File: src/rtl/synth_pkg.sv
// Shared constants for the polyphonic tone generator.
//   - wave_e     : per-unit waveform select codes
//   - DIV_*      : nominal sample-tick divisors for a 100 MHz control clock
//   - K_*        : phase-increment scale factors, round(2^32 / sample rate)
//   - PHASE_W    : phase accumulator width
package synth_pkg;

    typedef enum logic [1:0] {
        WAVE_SQUARE = 2'd0,
        WAVE_SAW    = 2'd1,
        WAVE_TRI    = 2'd2,
        WAVE_OFF    = 2'd3
    } wave_e;

    localparam int PHASE_W = 32;
    localparam int CNT_W   = 12;
    localparam int K_W     = 17;

    localparam logic [CNT_W-1:0] DIV_48K  = 12'd2083;
    localparam logic [CNT_W-1:0] DIV_44K1 = 12'd2267;

    localparam logic [K_W-1:0] K_48K  = 17'd89478;
    localparam logic [K_W-1:0] K_44K1 = 17'd97392;

endpackage

File: src/rtl/synth_osc.sv
// One oscillator unit: a 32-bit phase accumulator plus waveform shaper.
//   clk       : control clock, rising edge
//   rst       : synchronous reset, active-low; clears the phase
//   tick      : sample strobe; phase advances only on this cycle
//   freq      : unit frequency in Hz (unsigned)
//   k         : phase-increment scale for the selected sample rate
//   wave_type : waveform select (see synth_pkg::wave_e)
//   sample    : signed unit value, full scale +/- 2^FIXED_POINT,
//               derived from the current (pre-update) phase
module synth_osc
    import synth_pkg::*;
#(
    parameter int FIXED_POINT = 8,
    parameter int FREQ_WIDTH  = 16
) (
    input  logic                          clk,
    input  logic                          rst,
    input  logic                          tick,
    input  logic [FREQ_WIDTH-1:0]         freq,
    input  logic [K_W-1:0]                k,
    input  logic [1:0]                    wave_type,
    output logic signed [FIXED_POINT+1:0] sample
);

    localparam int SW = FIXED_POINT + 2;

    logic [PHASE_W-1:0]      phase_q;
    logic [PHASE_W-1:0]      phase_d;
    logic [PHASE_W-1:0]      inc;
    logic [FIXED_POINT:0]    p;
    logic signed [SW-1:0]    p_s;
    logic signed [SW-1:0]    one_s;

    // Evaluated in a 32-bit context so the product wraps mod 2^32.
    assign inc     = PHASE_W'(freq) * PHASE_W'(k);
    assign phase_d = tick ? (phase_q + inc) : phase_q;

    always_ff @(posedge clk) begin
        if (!rst) begin
            phase_q <= '0;
        end else begin
            phase_q <= phase_d;
        end
    end

    assign p     = phase_q[PHASE_W-1 -: FIXED_POINT+1];
    assign p_s   = signed'({1'b0, p});
    assign one_s = SW'(1 << FIXED_POINT);

    always_comb begin
        sample = '0;
        case (wave_e'(wave_type))
            WAVE_SQUARE: sample = phase_q[PHASE_W-1] ? -one_s : one_s;
            WAVE_SAW:    sample = p_s - one_s;
            // Falling half written as (one-1) - 2(p-one), equal to
            // 3*one-1-2p, so every intermediate fits in FIXED_POINT+2 bits.
            WAVE_TRI:    sample = (p_s < one_s) ? ((p_s <<< 1) - one_s)
                                                : ((one_s - SW'(1)) - ((p_s - one_s) <<< 1));
            default:     sample = '0;
        endcase
    end

endmodule

File: src/rtl/synth.sv
// Polyphonic tone generator top: sample-tick divider, NUM_UNITS
// oscillator units and the output mixer register.
//   ctl_clk   : control clock, rising edge
//   ctl_rst   : synchronous reset, active-low
//   freq_in   : packed per-unit frequencies, FREQ_WIDTH bits each (Hz)
//   wave_type : packed per-unit waveform codes, 2 bits each
//   aud_freq  : sample rate select, 0 = 48 kHz, 1 = 44.1 kHz
//   wave_out  : signed Q(BITWIDTH-FIXED_POINT).FIXED_POINT mixed sample,
//               updated once per sample tick
module synth
    import synth_pkg::*;
#(
    parameter int BITWIDTH    = 24,
    parameter int FIXED_POINT = 8,
    parameter int NUM_UNITS   = 4,
    parameter int FREQ_WIDTH  = 16,
    parameter int CLK_FREQ    = 100000000
) (
    input  logic                            ctl_clk,
    input  logic                            ctl_rst,
    input  logic [FREQ_WIDTH*NUM_UNITS-1:0] freq_in,
    input  logic [2*NUM_UNITS-1:0]          wave_type,
    input  logic                            aud_freq,
    output logic signed [BITWIDTH-1:0]      wave_out
);

    localparam int SW = FIXED_POINT + 2;

    // Terminal counts derived from the clock; 2082 / 2266 at 100 MHz.
    localparam logic [CNT_W-1:0] DIV48_M1 = CNT_W'(CLK_FREQ / 48000 - 1);
    localparam logic [CNT_W-1:0] DIV44_M1 = CNT_W'(CLK_FREQ / 44100 - 1);

    logic [CNT_W-1:0]           cnt_q;
    logic [CNT_W-1:0]           cnt_d;
    logic [CNT_W-1:0]           div_m1;
    logic                       tick;
    logic [K_W-1:0]             k;
    logic signed [SW-1:0]       samples [NUM_UNITS];
    logic signed [BITWIDTH-1:0] wave_q;
    logic signed [BITWIDTH-1:0] wave_d;
    logic signed [BITWIDTH-1:0] mix;

    assign div_m1 = aud_freq ? DIV44_M1 : DIV48_M1;
    assign k      = aud_freq ? K_44K1 : K_48K;

    // >= rather than == so a rate switch mid-period cannot overshoot.
    assign tick  = (cnt_q >= div_m1);
    assign cnt_d = tick ? '0 : (cnt_q + CNT_W'(1));

    for (genvar i = 0; i < NUM_UNITS; i++) begin : g_unit
        synth_osc #(
            .FIXED_POINT (FIXED_POINT),
            .FREQ_WIDTH  (FREQ_WIDTH)
        ) u_osc (
            .clk       (ctl_clk),
            .rst       (ctl_rst),
            .tick      (tick),
            .freq      (freq_in[FREQ_WIDTH*i +: FREQ_WIDTH]),
            .k         (k),
            .wave_type (wave_type[2*i +: 2]),
            .sample    (samples[i])
        );
    end

    // Signed casts sign-extend each unit; the legal-parameter rule
    // guarantees the sum cannot overflow BITWIDTH.
    always_comb begin
        mix = '0;
        for (int i = 0; i < NUM_UNITS; i++) begin
            mix = mix + BITWIDTH'(samples[i]);
        end
    end

    // Samples come from pre-update phases, so the output lags one sample.
    assign wave_d = tick ? mix : wave_q;

    always_ff @(posedge ctl_clk) begin
        if (!ctl_rst) begin
            cnt_q  <= '0;
            wave_q <= '0;
        end else begin
            cnt_q  <= cnt_d;
            wave_q <= wave_d;
        end
    end

    assign wave_out = wave_q;

endmodule

File: config.mk
export PLATFORM = sky130hd
export DESIGN_NAME = synth
export DESIGN_NICKNAME = d
export VERILOG_FILES = /design/src/rtl/synth_pkg.sv /design/src/rtl/synth_osc.sv /design/src/rtl/synth.sv
export SDC_FILE = /design/constraint.sdc
export NUM_CORES = 2
export LEC_CHECK = 0
export CAP_MARGIN = 20
export CORE_MARGIN = 2
export CORE_UTILIZATION = 39
export CTS_CLUSTER_DIAMETER = 80
export CTS_CLUSTER_SIZE = 25
export DETAILED_ROUTE_END_ITERATION = 10
export REMOVE_ABC_BUFFERS = 1
export SLEW_MARGIN = 0
export SYNTH_ARGS = -nofsm -noshare
export SYNTH_HDL_FRONTEND = slang
export SYNTH_HIERARCHICAL = 1
export SYNTH_SLANG_ARGS = --single-unit
export TNS_END_PERCENT = 30
File: constraint.sdc
create_clock -name ctl_clk -period 29.3 [get_ports ctl_clk]
set_clock_uncertainty 0.15 [all_clocks]
set_input_delay 8.79 -clock ctl_clk [delete_from_list [all_inputs] [get_ports ctl_clk]]
set_output_delay 8.79 -clock ctl_clk [all_outputs]
set_load 0.02 [all_outputs]
==> flow_summary.ini <==
[route]
num_vias = 34540
initialDrtViolationCount = 1510
drt-total-wl_um = 108900
ant_nets = 0
viasPerCell = 4.758
drc = 0
wl_per_cell_um = 15.01
drtPass1Iterations = 5

[timing]
fin_crit_sh_pct = 54.07
fmax_mhz = 63.13
final_max_slew_viol_count = 0
hold_violations = 0
setup_tns_ns = 0
rsz0062_at_grt = no
max-slew-margin-rel_pct = 36.82
finalCriticalPeriod_ns = 15.84
setup_viol = 0
tightest_slew_ns = 0.9466

[floorplanning]
num_io_pins = 99
initial_core_util_pct = 39.20
die_h_um = 350.6
die-area_um2 = 122900
coreArea_um2 = 119500
die_width_um = 350.6
rows = 127

[synthesis]
synthDistinctLibCells = 87
syn_inst = 5477
synth_area_leaders = fa_1 42%, inv_1 11%, ha_1 11%
yosys_warnings = 6
synth-edff-count = 0
ys.flop_type = dfxtp_1
ys_seq_area_share_pct = 6.539
synth_top_area_cell = fa_1
syn_avg_cell_area_um2 = 8.552
ys_ff_latch = 153
async_reset_ff_share_pct = 0
synth_top_area_share_pct = 41.59
syn_area_um2 = 46840

[global_route]
antenna_found_initial = 8
gr-total-overflow = 0
grt_max_degree = 157
grtUsageTotal_pct = 18.82
grt_pass1_wl_um = 187100
grt_pass1_vias = 36680

[worst_setup_path]
cpMaxStageDelayCell = inv_6
path_cells = clkbuf_8, inv_6, buf_12, nand2_1, fa_1, fa_1, inv_1, fa_1, inv_1, fa_1, fa_1, fa_1, inv_1, ha_1, a21o_1, a221o_1, a31oi_2, nor3_2, a311oi_4, nor4_1, or3_1
arrival_ns = 16.06
required_ns = 29.52
path_class = input port to flop
path_max_fanout = 156
end_kind = flop
crit_top_cell = fa_1
cp-start-kind = input port
slowest_delay_ns = 0.69

[final_layout]
syn_to_final_growth_pct = 7.977
ff_latch_area_um2 = 3063
final_nets = 7087
drive_above_1_share_pct = 1.612
fillers = 12060
multi_input_area_um2 = 38620

[cts]
clk_path_buf_depth = 2
cts_hold_buf = 0
tritoncts = yes
clk_pin_slew_worst_paths_ns = 0.07
cts_resized = 0
cts_root_buf = clkbuf_16
numCtsBuffers = 17
cts_setup_buffers = 0
clock_latency_ns = 0.50
cts_sinks = 153
htree_levels = 4

[run]
drv_cap = 0

[placed_design]
finalWeightedCongestion = 0.8757
dp_hpwl_um = 88540
port_buffers = 98

[outcome]
outcome = finished, final reports clean

[hold_path]
hp-class = flop to flop
==> worst max-delay path, delay by kind of cell <==
family,cells,cell delay (ns)
buf+inv,6,1.63
simple gates,4,0.73
fa+ha+maj,7,3.24
compound gates,4,1.19
==> sequential cells by signal, indices dropped and copies added (netlist names) <==
name / flops
wave_out: 13
g_unit.u_osc/phase_q: 128
cnt_q: 12
==> placed cells by master, fill, tap and decap left out, drive strengths merged, types with 71 or more instances in the layout <==
cell	synthesis	layout
nand2	785	785
dfxtp	153	153
a21oi	143	143
nor2	164	164
clkdlybuf4s50	0	96
and2	448	448
fa	973	973
xor2	71	71
o21ai	102	102
conb	2	252
inv	1381	1391
xnor2	73	73
ha	407	407
==> Yosys cell counts, drive strengths merged (12+ instances only) <==
cell type,count
mux2i,57
a21o,45
o21ai,102
dfxtp,153
o21a,22
ha,407
nand2b,13
nor3,29
o211ai,35
xnor2,73
a22o,17
fa,973
nand2,785
nor2b,22
nand3,66
a21boi,12
o21bai,13
a21oi,143
nand4,23
a31oi,17
or3,17
a211oi,27
clkbuf,191
and3,16
xor2,71
buf,30
inv,1381
and2,448
nor2,164
==> stage by stage <==
step                setup slack [ns]  util, %  cells  area, µm²  hold WS, ns
floorplan                      11.66        -   5506      46870       0.2750
detailed placement             12.94    41.82   7225      49970       0.2990
finish                         13.46    42.32   7260      50570       0.3160
CTS                            13.49    42.32   7257      50570       0.3172
global placement               13.06    41.82   7225      49970       0.2889
global route                   13.08    42.32   7257      50570       0.3519
==> routing by layer <==
layer | vias up | global-route usage, % | wire [µm]
li1 | 16420 | - | -
met1 | 17520 | 26.07 | 51570
met2 | 514 | 32.06 | 52160
met3 | 82 | 2.073 | 3971
met4 | 4 | 3.241 | 1223
met5 | - | 0 | 18
==> cell families (layout without fill, tap and decap cells) <==
family                     Yosys count  count (layout)  synth area share (%)
muxes                               57              57                 1.218
xor gates and xnor gates           145             145                 2.741
adders and majority gates         1380            1380                 52.46
and+or+nand+nor                   1613            1613                 16.35
DFF                                153             153                 6.539
AOI/OAI and AO/OA                  524             524                 7.659
other                                2             255               0.01603
buffers and inverters             1603            1521                 13.02
==> path summary, 6_finish.rpt <==
kind / endpoint / cells past startpoint / from / slack (ns)
hold reg to reg: g_unit[2].u_osc/phase_q[14] / 2 / g_unit[2].u_osc/phase_q[14] / 0.32
setup / recovery: g_unit[2].u_osc/phase_q[30] / 21 / aud_freq / 13.46
setup reg to reg: g_unit[3].u_osc/phase_q[27] / 16 / g_unit[3].u_osc/phase_q[16] / 24.30
hold / removal: g_unit[2].u_osc/phase_q[14] / 2 / g_unit[2].u_osc/phase_q[14] / 0.32
==> cell type report <==
cell class	instances	share of cell area (%)
Multi-Input combinational cell	3971	76.36
Inverter	1382	10.28
Sequential cell	153	6.056
Tap cell	1612	3.988
Timing Repair Buffer	107	2.120
Clock buffer	17	0.8411
Clock inverter	15	0.3464
Antenna cell	3	0.01484
Power is not shown: default switching activity piles up to over one toggle a cycle in this logic, so the estimate is an artifact.
